**src/rtl/slink_apb_cmd_master.sv**
```systemverilog
// rtl/slink_apb_cmd_master.sv - queued APB master running write/read/poll commands
// Command and response queues are local FIFOs; one FSM sequences IDLE/SETUP/ACCESS/GAP.

module slink_apb_cmd_fifo #(
  parameter int WIDTH = 8,
  parameter int DEPTH = 4,
  localparam int CW = $clog2(DEPTH + 1)
) (
  input  logic             clk,
  input  logic             reset,
  input  logic             push,
  input  logic [WIDTH-1:0] push_data,
  input  logic             pop,
  output logic [WIDTH-1:0] head,
  output logic [CW-1:0]    count
);
  localparam int AW = (DEPTH > 1) ? $clog2(DEPTH) : 1;
  localparam logic [CW-1:0] FULL = CW'(DEPTH);

  logic [WIDTH-1:0] mem [DEPTH];
  logic [AW-1:0]    wr_ptr;
  logic [AW-1:0]    rd_ptr;
  logic             push_ok;
  logic             pop_ok;

  // A push into a full queue is accepted only when the head leaves in the same cycle.
  assign pop_ok  = pop && (count != '0);
  assign push_ok = push && ((count != FULL) || pop_ok);
  assign head    = mem[rd_ptr];

  always_ff @(posedge clk) begin
    if (reset) begin
      wr_ptr <= '0;
      rd_ptr <= '0;
      count  <= '0;
    end else begin
      if (push_ok) wr_ptr <= wr_ptr + 1'b1;
      if (pop_ok)  rd_ptr <= rd_ptr + 1'b1;
      case ({push_ok, pop_ok})
        2'b10:   count <= count + 1'b1;
        2'b01:   count <= count - 1'b1;
        default: ;
      endcase
    end
  end

  always_ff @(posedge clk) begin
    if (push_ok) mem[wr_ptr] <= push_data;
  end
endmodule

module slink_apb_cmd_master #(
  parameter int APB_ADDR_WIDTH = 32,
  parameter int APB_DATA_WIDTH = 32,
  parameter int CMD_DEPTH      = 4,
  parameter int RSP_DEPTH      = 4,
  parameter int TIMEOUT_CYCLES = 256,
  parameter int POLL_MAX       = 1024
) (
  input  logic                      apb_clk,
  input  logic                      apb_reset,
  input  logic                      cmd_valid,
  output logic                      cmd_ready,
  input  logic [1:0]                cmd_op,
  input  logic [APB_ADDR_WIDTH-1:0] cmd_addr,
  input  logic [APB_DATA_WIDTH-1:0] cmd_wdata,
  input  logic [APB_DATA_WIDTH-1:0] cmd_mask,
  output logic                      rsp_valid,
  input  logic                      rsp_ready,
  output logic [APB_DATA_WIDTH-1:0] rsp_rdata,
  output logic [1:0]                rsp_status,
  output logic                      busy,
  output logic [APB_ADDR_WIDTH-1:0] apb_paddr,
  output logic                      apb_pwrite,
  output logic                      apb_psel,
  output logic                      apb_penable,
  output logic [APB_DATA_WIDTH-1:0] apb_pwdata,
  input  logic [APB_DATA_WIDTH-1:0] apb_prdata,
  input  logic                      apb_pready,
  input  logic                      apb_pslverr
);
  localparam int CMD_W  = 2 + APB_ADDR_WIDTH + 2 * APB_DATA_WIDTH;
  localparam int RSP_W  = APB_DATA_WIDTH + 2;
  localparam int CCW    = $clog2(CMD_DEPTH + 1);
  localparam int RCW    = $clog2(RSP_DEPTH + 1);
  localparam int WAIT_W = $clog2(TIMEOUT_CYCLES + 1);
  localparam int POLL_W = $clog2(POLL_MAX + 1);

  localparam logic [CCW-1:0]    CMD_FULL  = CCW'(CMD_DEPTH);
  localparam logic [RCW:0]      RSP_FULL  = (RCW + 1)'(RSP_DEPTH);
  localparam logic [WAIT_W-1:0] WAIT_LAST = WAIT_W'(TIMEOUT_CYCLES - 1);
  localparam logic [POLL_W-1:0] POLL_LAST = POLL_W'(POLL_MAX - 1);

  localparam logic [1:0] OP_WRITE     = 2'b00;
  localparam logic [1:0] OP_POLL      = 2'b10;
  localparam logic [1:0] ST_OK        = 2'b00;
  localparam logic [1:0] ST_SLVERR    = 2'b01;
  localparam logic [1:0] ST_TIMEOUT   = 2'b10;
  localparam logic [1:0] ST_POLL_FAIL = 2'b11;

  typedef enum logic [1:0] {IDLE, SETUP, ACCESS, GAP} state_t;

  state_t state;
  state_t state_next;

  logic [CCW-1:0]            cmd_count;
  logic [CMD_W-1:0]          cmd_head;
  logic                      cmd_push;
  logic                      cmd_pop;
  logic [1:0]                head_op;
  logic [APB_ADDR_WIDTH-1:0] head_addr;
  logic [APB_DATA_WIDTH-1:0] head_wdata;
  logic [APB_DATA_WIDTH-1:0] head_mask;

  logic [1:0]                cur_op;
  logic                      cur_write;
  logic [APB_ADDR_WIDTH-1:0] cur_addr;
  logic [APB_DATA_WIDTH-1:0] cur_wdata;
  logic [APB_DATA_WIDTH-1:0] cur_mask;
  logic [WAIT_W-1:0]         wait_cnt;
  logic [POLL_W-1:0]         poll_cnt;

  logic [RCW-1:0]            rsp_count;
  logic [RSP_W-1:0]          rsp_head;
  logic                      rsp_push;
  logic                      rsp_pop;
  logic [APB_DATA_WIDTH-1:0] rsp_push_rdata;
  logic [1:0]                rsp_push_status;
  logic [RCW:0]              rsp_cnt_next;

  logic access_done;
  logic timeout_hit;
  logic poll_match;
  logic poll_again;
  logic xfer_done;
  logic start;

  assign cmd_ready = (cmd_count != CMD_FULL);
  assign cmd_push  = cmd_valid && cmd_ready;

  slink_apb_cmd_fifo #(.WIDTH(CMD_W), .DEPTH(CMD_DEPTH)) u_cmd_fifo (
    .clk       (apb_clk),
    .reset     (apb_reset),
    .push      (cmd_push),
    .push_data ({cmd_op, cmd_addr, cmd_wdata, cmd_mask}),
    .pop       (cmd_pop),
    .head      (cmd_head),
    .count     (cmd_count)
  );

  assign {head_op, head_addr, head_wdata, head_mask} = cmd_head;

  slink_apb_cmd_fifo #(.WIDTH(RSP_W), .DEPTH(RSP_DEPTH)) u_rsp_fifo (
    .clk       (apb_clk),
    .reset     (apb_reset),
    .push      (rsp_push),
    .push_data ({rsp_push_rdata, rsp_push_status}),
    .pop       (rsp_pop),
    .head      (rsp_head),
    .count     (rsp_count)
  );

  assign rsp_valid  = (rsp_count != '0);
  assign rsp_pop    = rsp_valid && rsp_ready;
  assign rsp_rdata  = rsp_valid ? rsp_head[RSP_W-1:2] : '0;
  assign rsp_status = rsp_valid ? rsp_head[1:0] : '0;

  assign access_done = (state == ACCESS) && apb_pready;
  assign timeout_hit = (state == ACCESS) && !apb_pready && (wait_cnt == WAIT_LAST);
  assign poll_match  = ((apb_prdata ^ cur_wdata) & cur_mask) == '0;
  assign poll_again  = access_done && (cur_op == OP_POLL) && !apb_pslverr &&
                       !poll_match && (poll_cnt != POLL_LAST);
  assign xfer_done   = access_done && !poll_again;
  assign rsp_push    = xfer_done || timeout_hit;

  // Free-slot test sees this cycle's push and pop, so a response always has room.
  assign rsp_cnt_next = {1'b0, rsp_count} + {{RCW{1'b0}}, rsp_push} - {{RCW{1'b0}}, rsp_pop};
  assign start        = (cmd_count != '0) && (rsp_cnt_next < RSP_FULL);

  always_comb begin
    rsp_push_status = ST_OK;
    rsp_push_rdata  = cur_write ? '0 : apb_prdata;
    if (timeout_hit) begin
      rsp_push_status = ST_TIMEOUT;
      rsp_push_rdata  = '0;
    end else if (apb_pslverr) begin
      rsp_push_status = ST_SLVERR;
    end else if ((cur_op == OP_POLL) && !poll_match) begin
      rsp_push_status = ST_POLL_FAIL;
    end
  end

  always_ff @(posedge apb_clk) begin
    if (apb_reset) state <= IDLE;
    else           state <= state_next;
  end

  always_comb begin
    state_next = state;
    case (state)
      IDLE:    if (start) state_next = SETUP;
      SETUP:   state_next = ACCESS;
      ACCESS: begin
        if (timeout_hit)     state_next = IDLE;
        else if (poll_again) state_next = GAP;
        else if (xfer_done)  state_next = start ? SETUP : IDLE;
      end
      GAP:     state_next = SETUP;
      default: state_next = IDLE;
    endcase
  end

  always_comb begin
    apb_psel    = 1'b0;
    apb_penable = 1'b0;
    cmd_pop     = 1'b0;
    case (state)
      IDLE:   cmd_pop = start;
      SETUP:  apb_psel = 1'b1;
      ACCESS: begin
        apb_psel    = 1'b1;
        apb_penable = 1'b1;
        cmd_pop     = xfer_done && start;
      end
      default: ;
    endcase
  end

  always_ff @(posedge apb_clk) begin
    if (apb_reset) begin
      cur_op    <= '0;
      cur_write <= 1'b0;
      cur_addr  <= '0;
      cur_wdata <= '0;
      cur_mask  <= '0;
      wait_cnt  <= '0;
      poll_cnt  <= '0;
    end else begin
      if (cmd_pop) begin
        cur_op    <= head_op;
        cur_write <= (head_op == OP_WRITE);
        cur_addr  <= head_addr;
        cur_wdata <= head_wdata;
        cur_mask  <= head_mask;
        poll_cnt  <= '0;
      end else if (poll_again) begin
        poll_cnt  <= poll_cnt + 1'b1;
      end
      if (state == SETUP)                    wait_cnt <= '0;
      else if (state == ACCESS && !apb_pready) wait_cnt <= wait_cnt + 1'b1;
    end
  end

  assign apb_paddr  = cur_addr;
  assign apb_pwdata = cur_wdata;
  assign apb_pwrite = cur_write;
  assign busy       = (state != IDLE) || (cmd_count != '0);
endmodule

```
**config.mk**
```make
export PLATFORM = sky130hd
export DESIGN_NAME = slink_apb_cmd_master
export DESIGN_NICKNAME = d
export VERILOG_FILES = /design/src/rtl/slink_apb_cmd_master.sv
export SDC_FILE = /design/constraint.sdc
export NUM_CORES = 1
export LEC_CHECK = 0
export CAP_MARGIN = 5
export CELL_PAD_IN_SITES_DETAIL_PLACEMENT = 1
export CELL_PAD_IN_SITES_GLOBAL_PLACEMENT = 1
export CORE_UTILIZATION = 52
export CTS_CLUSTER_SIZE = 25
export DETAILED_ROUTE_END_ITERATION = 12
export GPL_TIMING_DRIVEN = 0
export PLACE_DENSITY_LB_ADDON = 0.1
export SLEW_MARGIN = 20
export SYNTH_ARGS = -nofsm -noshare
export SYNTH_HDL_FRONTEND = slang
export SYNTH_SLANG_ARGS = --single-unit
```
**constraint.sdc**
```tcl
create_clock -name apb_clk -period 8.21 [get_ports apb_clk]
set_input_delay 1.642 -clock apb_clk [delete_from_list [all_inputs] [get_ports apb_clk]]
set_output_delay 1.642 -clock apb_clk [all_outputs]
set_load 0.03 [all_outputs]
```
Yosys cells after proc, flatten, opt, wreduce, memory -nomap -nowiden
Memory sizes are Yosys's and may differ from the RTL's. A register that Yosys moved wholly into a read port is not among the register bits.
Cells that the tools add are included.
{"block": "totals", "in_bits": 136, "mem_bits_rw": 528, "ff_bits": 135, "memories": 2, "output_inout_bits": 104}
{"memory": "u_cmd_fifo.mem", "words": 4, "word_bits": 98, "rd": 1, "rd_ports_with_merged_regs": 1, "wr": 1, "line_no": "20", "source": "logic [WIDTH-1:0] mem [DEPTH];"}
{"memory": "u_rsp_fifo.mem", "words": 4, "word_bits": 34, "rd": 1, "rd_ports_with_merged_regs": 1, "wr": 1, "line_no": "20"}
{"block": "classes", "n_mux": 26, "n_lt_le_gt_ge": 1, "bitwise_logic": 2, "n_reduce_logical": 37, "n_eq_ne": 14, "addsub": 12}
{"cell": "$mux W32", "n": 3}
{"cell": "$and A32 B32 Y32", "n": 1}
{"cell": "$logic_not A32 Y1", "n": 1}
{"cell": "$xor A32 B32 Y32", "n": 1}
{"cell": "$mux W2", "n": 12}
{"cell": "$logic_and A1 B1 Y1", "n": 17}
{"cell": "$pmux W3 S2", "n": 2}
{"cell": "$add A11 B1 Y11 const B", "n": 1}
{"cell": "$ne A11 B10 Y1 const B", "n": 1}
{"cell": "$eq A2 B2 Y1 const B", "n": 5}
{"cell": "$add A9 B1 Y9 const B", "n": 1}
{"cell": "$eq A9 B8 Y1 const B", "n": 1}
{"cell": "$add A2 B1 Y2 const B", "n": 4}
{"cell": "$pmux W2 S4", "n": 1}
{"cell": "$mux W1", "n": 7}
{"cell": "$add A3 B1 Y3 const B", "n": 2}
{"cell": "$eq A2 B1 Y1 const B", "n": 3}
{"cell": "$ne A3 B3 Y1 const B", "n": 2}
{"cell": "$reduce_bool A2 Y1", "n": 3}
{"cell": "$reduce_bool A3 Y1", "n": 2}
{"cell": "$reduce_or A2 Y1", "n": 3}
{"cell": "$sub A3 B1 Y3 const B", "n": 2}
{"cell": "$add A3 B1 Y4", "n": 1}
{"cell": "$logic_not A1 Y1", "n": 4}
{"cell": "other kinds (8)", "n": 12}

Longest topological paths before layout
{"block": "depth", "depth_word": 20, "depth_mapped": 17}

By module
Synthesis repeated with hierarchy kept, for this count alone.
{"block": "unflattened", "hier_cells": 1545, "hier_area_um2": 26173.9}
{"module": "slink_apb_cmd_fifo at u_cmd_fifo", "instances": 1, "cells_per_inst": 567, "area_per_inst_um2": 14611.5}
{"module": "slink_apb_cmd_master", "instances": 1, "cells_per_inst": 745, "area_per_inst_um2": 6159.7}
{"module": "slink_apb_cmd_fifo at u_rsp_fifo", "instances": 1, "cells_per_inst": 233, "area_per_inst_um2": 5402.7}

Worst setup path after synthesis
OpenSTA, ideal clock, no wires.
{"block": "synth_timing", "kind": "input to register", "startpoint": "input rsp_ready", "endpoint": "register u_cmd_fifo.count[2]", "setup_slack_ns": 3.357, "setup_time_ns": 0.070, "cell_stages": 16, "arrival_time_ns": 4.783, "cell_sequence": "inv_1 -> a21oi_1 -> ha_1 -> inv_1 -> ha_1 -> a2111oi_0 -> nor3_1 -> a221o_1 -> inv_2 -> buf_4 -> ha_1 -> inv_1 -> fa_1 -> xor2_1 -> or3_1 -> a21oi_1"}
{"block": "synth_between", "elab_chain_len": 11}
{"item": "from (decl)", "line_no": "69", "source": "input logic rsp_ready,"}
{"item": "$logic_and A1 B1 Y1 *", "line_no": "164", "source": "assign rsp_pop = rsp_valid && rsp_ready;"}
{"item": "$sub A4 B1 Y4 *", "line_no": "177", "source": "assign rsp_cnt_next = {1'b0, rsp_count} + {{RCW{1'b0}}, rsp_push} - {{RCW{1'b0}}, rsp_pop};"}
{"item": "$lt A4 B3 Y1 *", "line_no": "178", "source": "assign start = (cmd_count != '0) && (rsp_cnt_next < RSP_FULL);"}
{"item": "$logic_and A1 B1 Y1 *", "line_no": "178"}
{"item": "$logic_and A1 B1 Y1", "line_no": "223", "source": "cmd_pop = xfer_done && start;"}
{"item": "$pmux W1 S2 *", "line_no": "217", "source": "case (state)"}
{"item": "$logic_and A1 B1 Y1 *", "line_no": "27", "source": "assign pop_ok = pop && (count != '0);"}
{"item": "named net u_cmd_fifo.pop_ok", "line_no": "24", "source": "logic pop_ok;"}
{"item": "$logic_or A1 B1 Y1", "line_no": "28", "source": "assign push_ok = push && ((count != FULL) || pop_ok);"}
{"item": "$logic_and A1 B1 Y1", "line_no": "28"}
{"item": "$eq A2 B1 Y1 / $eq A2 B2 Y1 (equally long branches)", "line_no": "39", "source": "case ({push_ok, pop_ok})"}
{"item": "$pmux W3 S2 / $reduce_bool A2 Y1 (equally long branches)"}
{"item": "to (signal assigned)", "line_no": "40", "source": "2'b10: count <= count + 1'b1;"}
{"item": "to (signal assigned)", "line_no": "41", "source": "2'b01: count <= count - 1'b1;"}
{"item": "to (decl)", "line_no": "15", "source": "output logic [CW-1:0] count"}
The timed path passes the listed nets; every way through them passes the cells marked *.
A chain may end at the register's enable or synchronous reset.

Worst setup path in the final report
{"block": "layout_timing", "startpoint": "input apb_prdata[0]", "endpoint": "register u_cmd_fifo.count[2]"}
{"block": "layout_between", "elab_chain_len": 20}
{"item": "from (decl)", "line_no": "78", "source": "input logic [APB_DATA_WIDTH-1:0] apb_prdata,"}
{"item": "$xor A32 B32 Y32 *", "line_no": "170", "source": "assign poll_match = ((apb_prdata ^ cur_wdata) & cur_mask) == '0;"}
{"item": "$and A32 B32 Y32 *", "line_no": "170"}
{"item": "$logic_not A32 Y1 *", "line_no": "170"}
{"item": "$logic_not A1 Y1 *", "line_no": "172", "source": "!poll_match && (poll_cnt != POLL_LAST);"}
{"item": "$logic_and A1 B1 Y1 *", "line_no": "171", "source": "assign poll_again = access_done && (cur_op == OP_POLL) && !apb_pslverr &&"}
{"item": "$logic_and A1 B1 Y1 *", "line_no": "172"}
{"item": "$logic_not A1 Y1 *", "line_no": "173", "source": "assign xfer_done = access_done && !poll_again;"}
{"item": "$logic_and A1 B1 Y1 *", "line_no": "173"}
{"item": "[... 5 more ...]"}
{"item": "$logic_and A1 B1 Y1", "line_no": "223"}
{"item": "$pmux W1 S2 *", "line_no": "217"}
{"item": "$logic_and A1 B1 Y1 *", "line_no": "27"}
{"item": "named net u_cmd_fifo.pop_ok", "line_no": "24"}
{"item": "$logic_or A1 B1 Y1", "line_no": "28"}
{"item": "$logic_and A1 B1 Y1", "line_no": "28"}
{"item": "$eq A2 B1 Y1 / $eq A2 B2 Y1 (equally long branches)", "line_no": "39"}
{"item": "$pmux W3 S2 / $reduce_bool A2 Y1 (equally long branches)"}
Marked as above.

==> results.toml <==
[setup_path]
required_ps = 8730
ff2ff_path_depth = 16
r2r_slack_ps = 3390
cp-end-kind = "register"
critPathKind = "in2reg"
r2r_end = "u_cmd_fifo.count[2]$_SDFFE_PP0P_"
critPathArrivalTime_ps = 6570
crit_end = "u_cmd_fifo.count[2]$_SDFFE_PP0P_"
cp_max_fo = 10
rr_startpoint = "u_rsp_fifo.count[2]$_SDFFE_PP0P_"
critPathLaunch = "apb_prdata[0]"
start_kind = "input port"

[yosys]
yosysSeqAreaShare = 0.733
synth_async_sr_flop_share = 0
ys_warn_count = 0
synth_edf_count = 528
syn-num-nets = 1658
ys_types = 45
netlist_area_mm2 = 0.0254
synth_cells = 1502
ys_seq_elements = 667
synth_largest_area_cell = "edfxtp_1"
ys.flop_type = "edfxtp_1"
synth_top_area_frac = 0.624
syn_area_per_cell_um2 = 16.9
netlist_top_cells_area = "edfxtp_1 (62%), mux4_2 (12%), dfxtp_1 (11%), nand2_1 (3.1%), a21oi_1 (2.2%)"

[clock_tree]
cts_max_level = 3
post_cts_buffers = 0
postCtsResizedCells = 0
root_buffer = "clkbuf_16"
holdBufCountCts = 0
clk_path_buf_depth = 3
clk_latency_ps = 610
clkTransAtPathRegs_ps = 60
cts_tree = "yes"
cts.sink_count = 667
numCtsBuffers = 69

[timing]
drv_slew = 0
worst_slew_pin_slew_ps = 947
setup_violations = 0
final.setup_skew_ps = 25.5
fmax_mhz = 165
relSlewSlack = 0.369
rsz0062_at_grt = "false"
final.setup.tns_ps = 0
hold_viol_final = 0
fin_crit_ps = 6050
period_share = 0.737

[finish]
syn_to_final_growth_pct = 22.5
drive_above_1_share = 0.150
fillers = 4212
nNetsFinal = 1979
final_cell_mix = "edfxtp_1 (528), clkdlybuf4s50_1 (238), nand2_1 (213)"
stdcell_area_mm2 = 0.0311
final_common_cell = "edfxtp_1"

[global_routing]
grt_pass1_wl_um = 93300
overflow = 0
grt_max_degree = 41
grt_pass1_vias = 15306
gr-usage-all-layers = 0.256
antenna_found_initial = 15

[routing]
via_per_inst = 5.67
drtAntennaViolNets = 0
vias = 14153
drt_iter0_drc = 884
wl_um = 63100
dr.pass1.iters = 5
post-route-drc-count = 0
wl_per_cell_um = 25.3

[flow_run]
drv_cap = 0

[placement]
placed_cell_area_mm2 = 0.0289
gp_congestion = 0.799
portBuffers = 238
dp_hpwl_um = 42600

[die]
pin_count = 240
core_area_mm2 = 0.0479
die_h_um = 223
fp-row-count = 80
die_w_um = 223
die-area_mm2 = 0.0498
start_util = 0.530

[power]
p_switching_mw = 3.21
pwr-share-seq = 0.429
switching_share = 0.312
clkPwrFrac = 0.301
comb_power_share = 0.270
p_int_mw = 7.08
power_density_mw_per_mm2 = 331
max-vdd-ir-drop_mv = 0.236
power.leakage_nw = 10.2

[status]
status = "complete, no violations"

[min_path]
hold_class = "reg2reg"
[through the flow]
stage	instances	util	setup slack (ps)	hold slack (ps)	total power [mW]
floorplan	1502	-	3360	416	6.15
global placement	2355	0.596	1280	426	7.17
detailed placement	2367	0.602	1600	452	7.27
CTS	2493	0.649	2190	460	10.4
global route	2498	0.649	2080	472	10.7
finish	2498	0.649	2160	458	10.3
[sequential cells by signal, summed over array words and instances, names as in the netlist, named ones only]
| register | flops |
|---|---|
| u_rsp_fifo.rd_ptr | 2 |
| u_cmd_fifo.wr_ptr | 2 |
| u_cmd_fifo.count | 3 |
| state | 2 |
| cur_mask | 32 |
| wait_cnt | 9 |
| poll_cnt | 11 |
| u_rsp_fifo.wr_ptr | 2 |
| apb_pwrite | 1 |
| u_rsp_fifo.mem | 136 |
| u_rsp_fifo.count | 3 |
| cur_op | 2 |
| u_cmd_fifo.rd_ptr | 2 |
| apb_pwdata | 32 |
| apb_paddr | 32 |
| u_cmd_fifo.mem | 392 |
[worst min path at each step]
stage / from / end / depth (start not counted)
final: cur_mask[5]$_SDFFE_PP0N_ / cur_mask[5]$_SDFFE_PP0N_ / 2
after detailed placement: cur_mask[5]$_SDFFE_PP0N_ / cur_mask[5]$_SDFFE_PP0N_ / 2
after global routing: cur_mask[5]$_SDFFE_PP0N_ / cur_mask[5]$_SDFFE_PP0N_ / 2
after floorplan: poll_cnt[10]$_SDFFE_PP0P_ / poll_cnt[10]$_SDFFE_PP0P_ / 2
after CTS: cur_mask[5]$_SDFFE_PP0N_ / cur_mask[5]$_SDFFE_PP0N_ / 2
after global placement: poll_cnt[10]$_SDFFE_PP0P_ / poll_cnt[10]$_SDFFE_PP0P_ / 2
[critical path, cell delays in order]
cell,delay (ps)
clkdlybuf4s50_1,570
xor2_1,220
a22oi_1,320
nand4_1,180
nor4_2,750
o41ai_4,200
mux2i_1,200
a221o_1,540
inv_2,350
buf_4,310
ha_1,210
inv_1,60
fa_1,380
xor2_1,160
or3_1,320
a21oi_1,140
[layer usage]
metal,track usage,routed length (µm),vias to the layer above,share of wire
met3,0.0504,3400,117,0.054
met2,0.446,32800,370,0.52
met1,0.318,25100,7272,0.40
met4,0.0952,1770,18,0.028
li1,-,-,6376,-
met5,0,112,-,0.0018
[cell usage after synthesis (3+ instances only)]
| cell | number |
|---|---|
| edfxtp_1 | 528 |
| and3_1 | 10 |
| buf_4 | 10 |
| nand3_1 | 5 |
| clkbuf_1 | 49 |
| dfxtp_1 | 139 |
| nand4_1 | 13 |
| buf_2 | 12 |
| xor2_1 | 47 |
| mux2i_1 | 6 |
| or3_1 | 5 |
| nor3_1 | 7 |
| xnor2_1 | 8 |
| nand2_1 | 213 |
| a21oi_1 | 112 |
| nand2b_1 | 3 |
| inv_1 | 20 |
| and2_1 | 74 |
| a22oi_1 | 17 |
| buf_1 | 5 |
| nor2_1 | 35 |
| o21ai_0 | 6 |
| mux4_2 | 132 |
| ha_1 | 18 |
[kinds of logic after synthesis]
logic type                 synth area share
DFF                                   0.733
and+or+nand+nor                      0.0677
AOI/OAI and AO/OA                    0.0335
muxes                                 0.120
buffers and inverters                0.0165
xor gates and xnor gates             0.0189
adders and majority gates            0.0104
[power groups by stage]
stage               Sequential, mW  Clock, mW  Combinational (mW)
floorplan                     4.67          0                1.48
global placement              4.49          0                2.69
detailed placement            4.47          0                2.80
CTS                           4.41       3.16                2.83
global route                  4.44       3.25                2.99
finish                        4.41       3.10                2.78
[cell type report]
cell class,count,area [µm²],share of cell area
Multi-Input combinational cell,737,6390,0.205
Clock buffer,101,2020,0.0649
Tap cell,615,769,0.0247
Inverter,22,82.6,0.00265
Clock inverter,25,225,0.00723
Antenna cell,5,12.5,0.000402
Buffer,76,338,0.0109
Timing Repair Buffer,250,2660,0.0854
Sequential cell,667,18600,0.599
No activity file was read; power rests on OpenSTA's default activity.
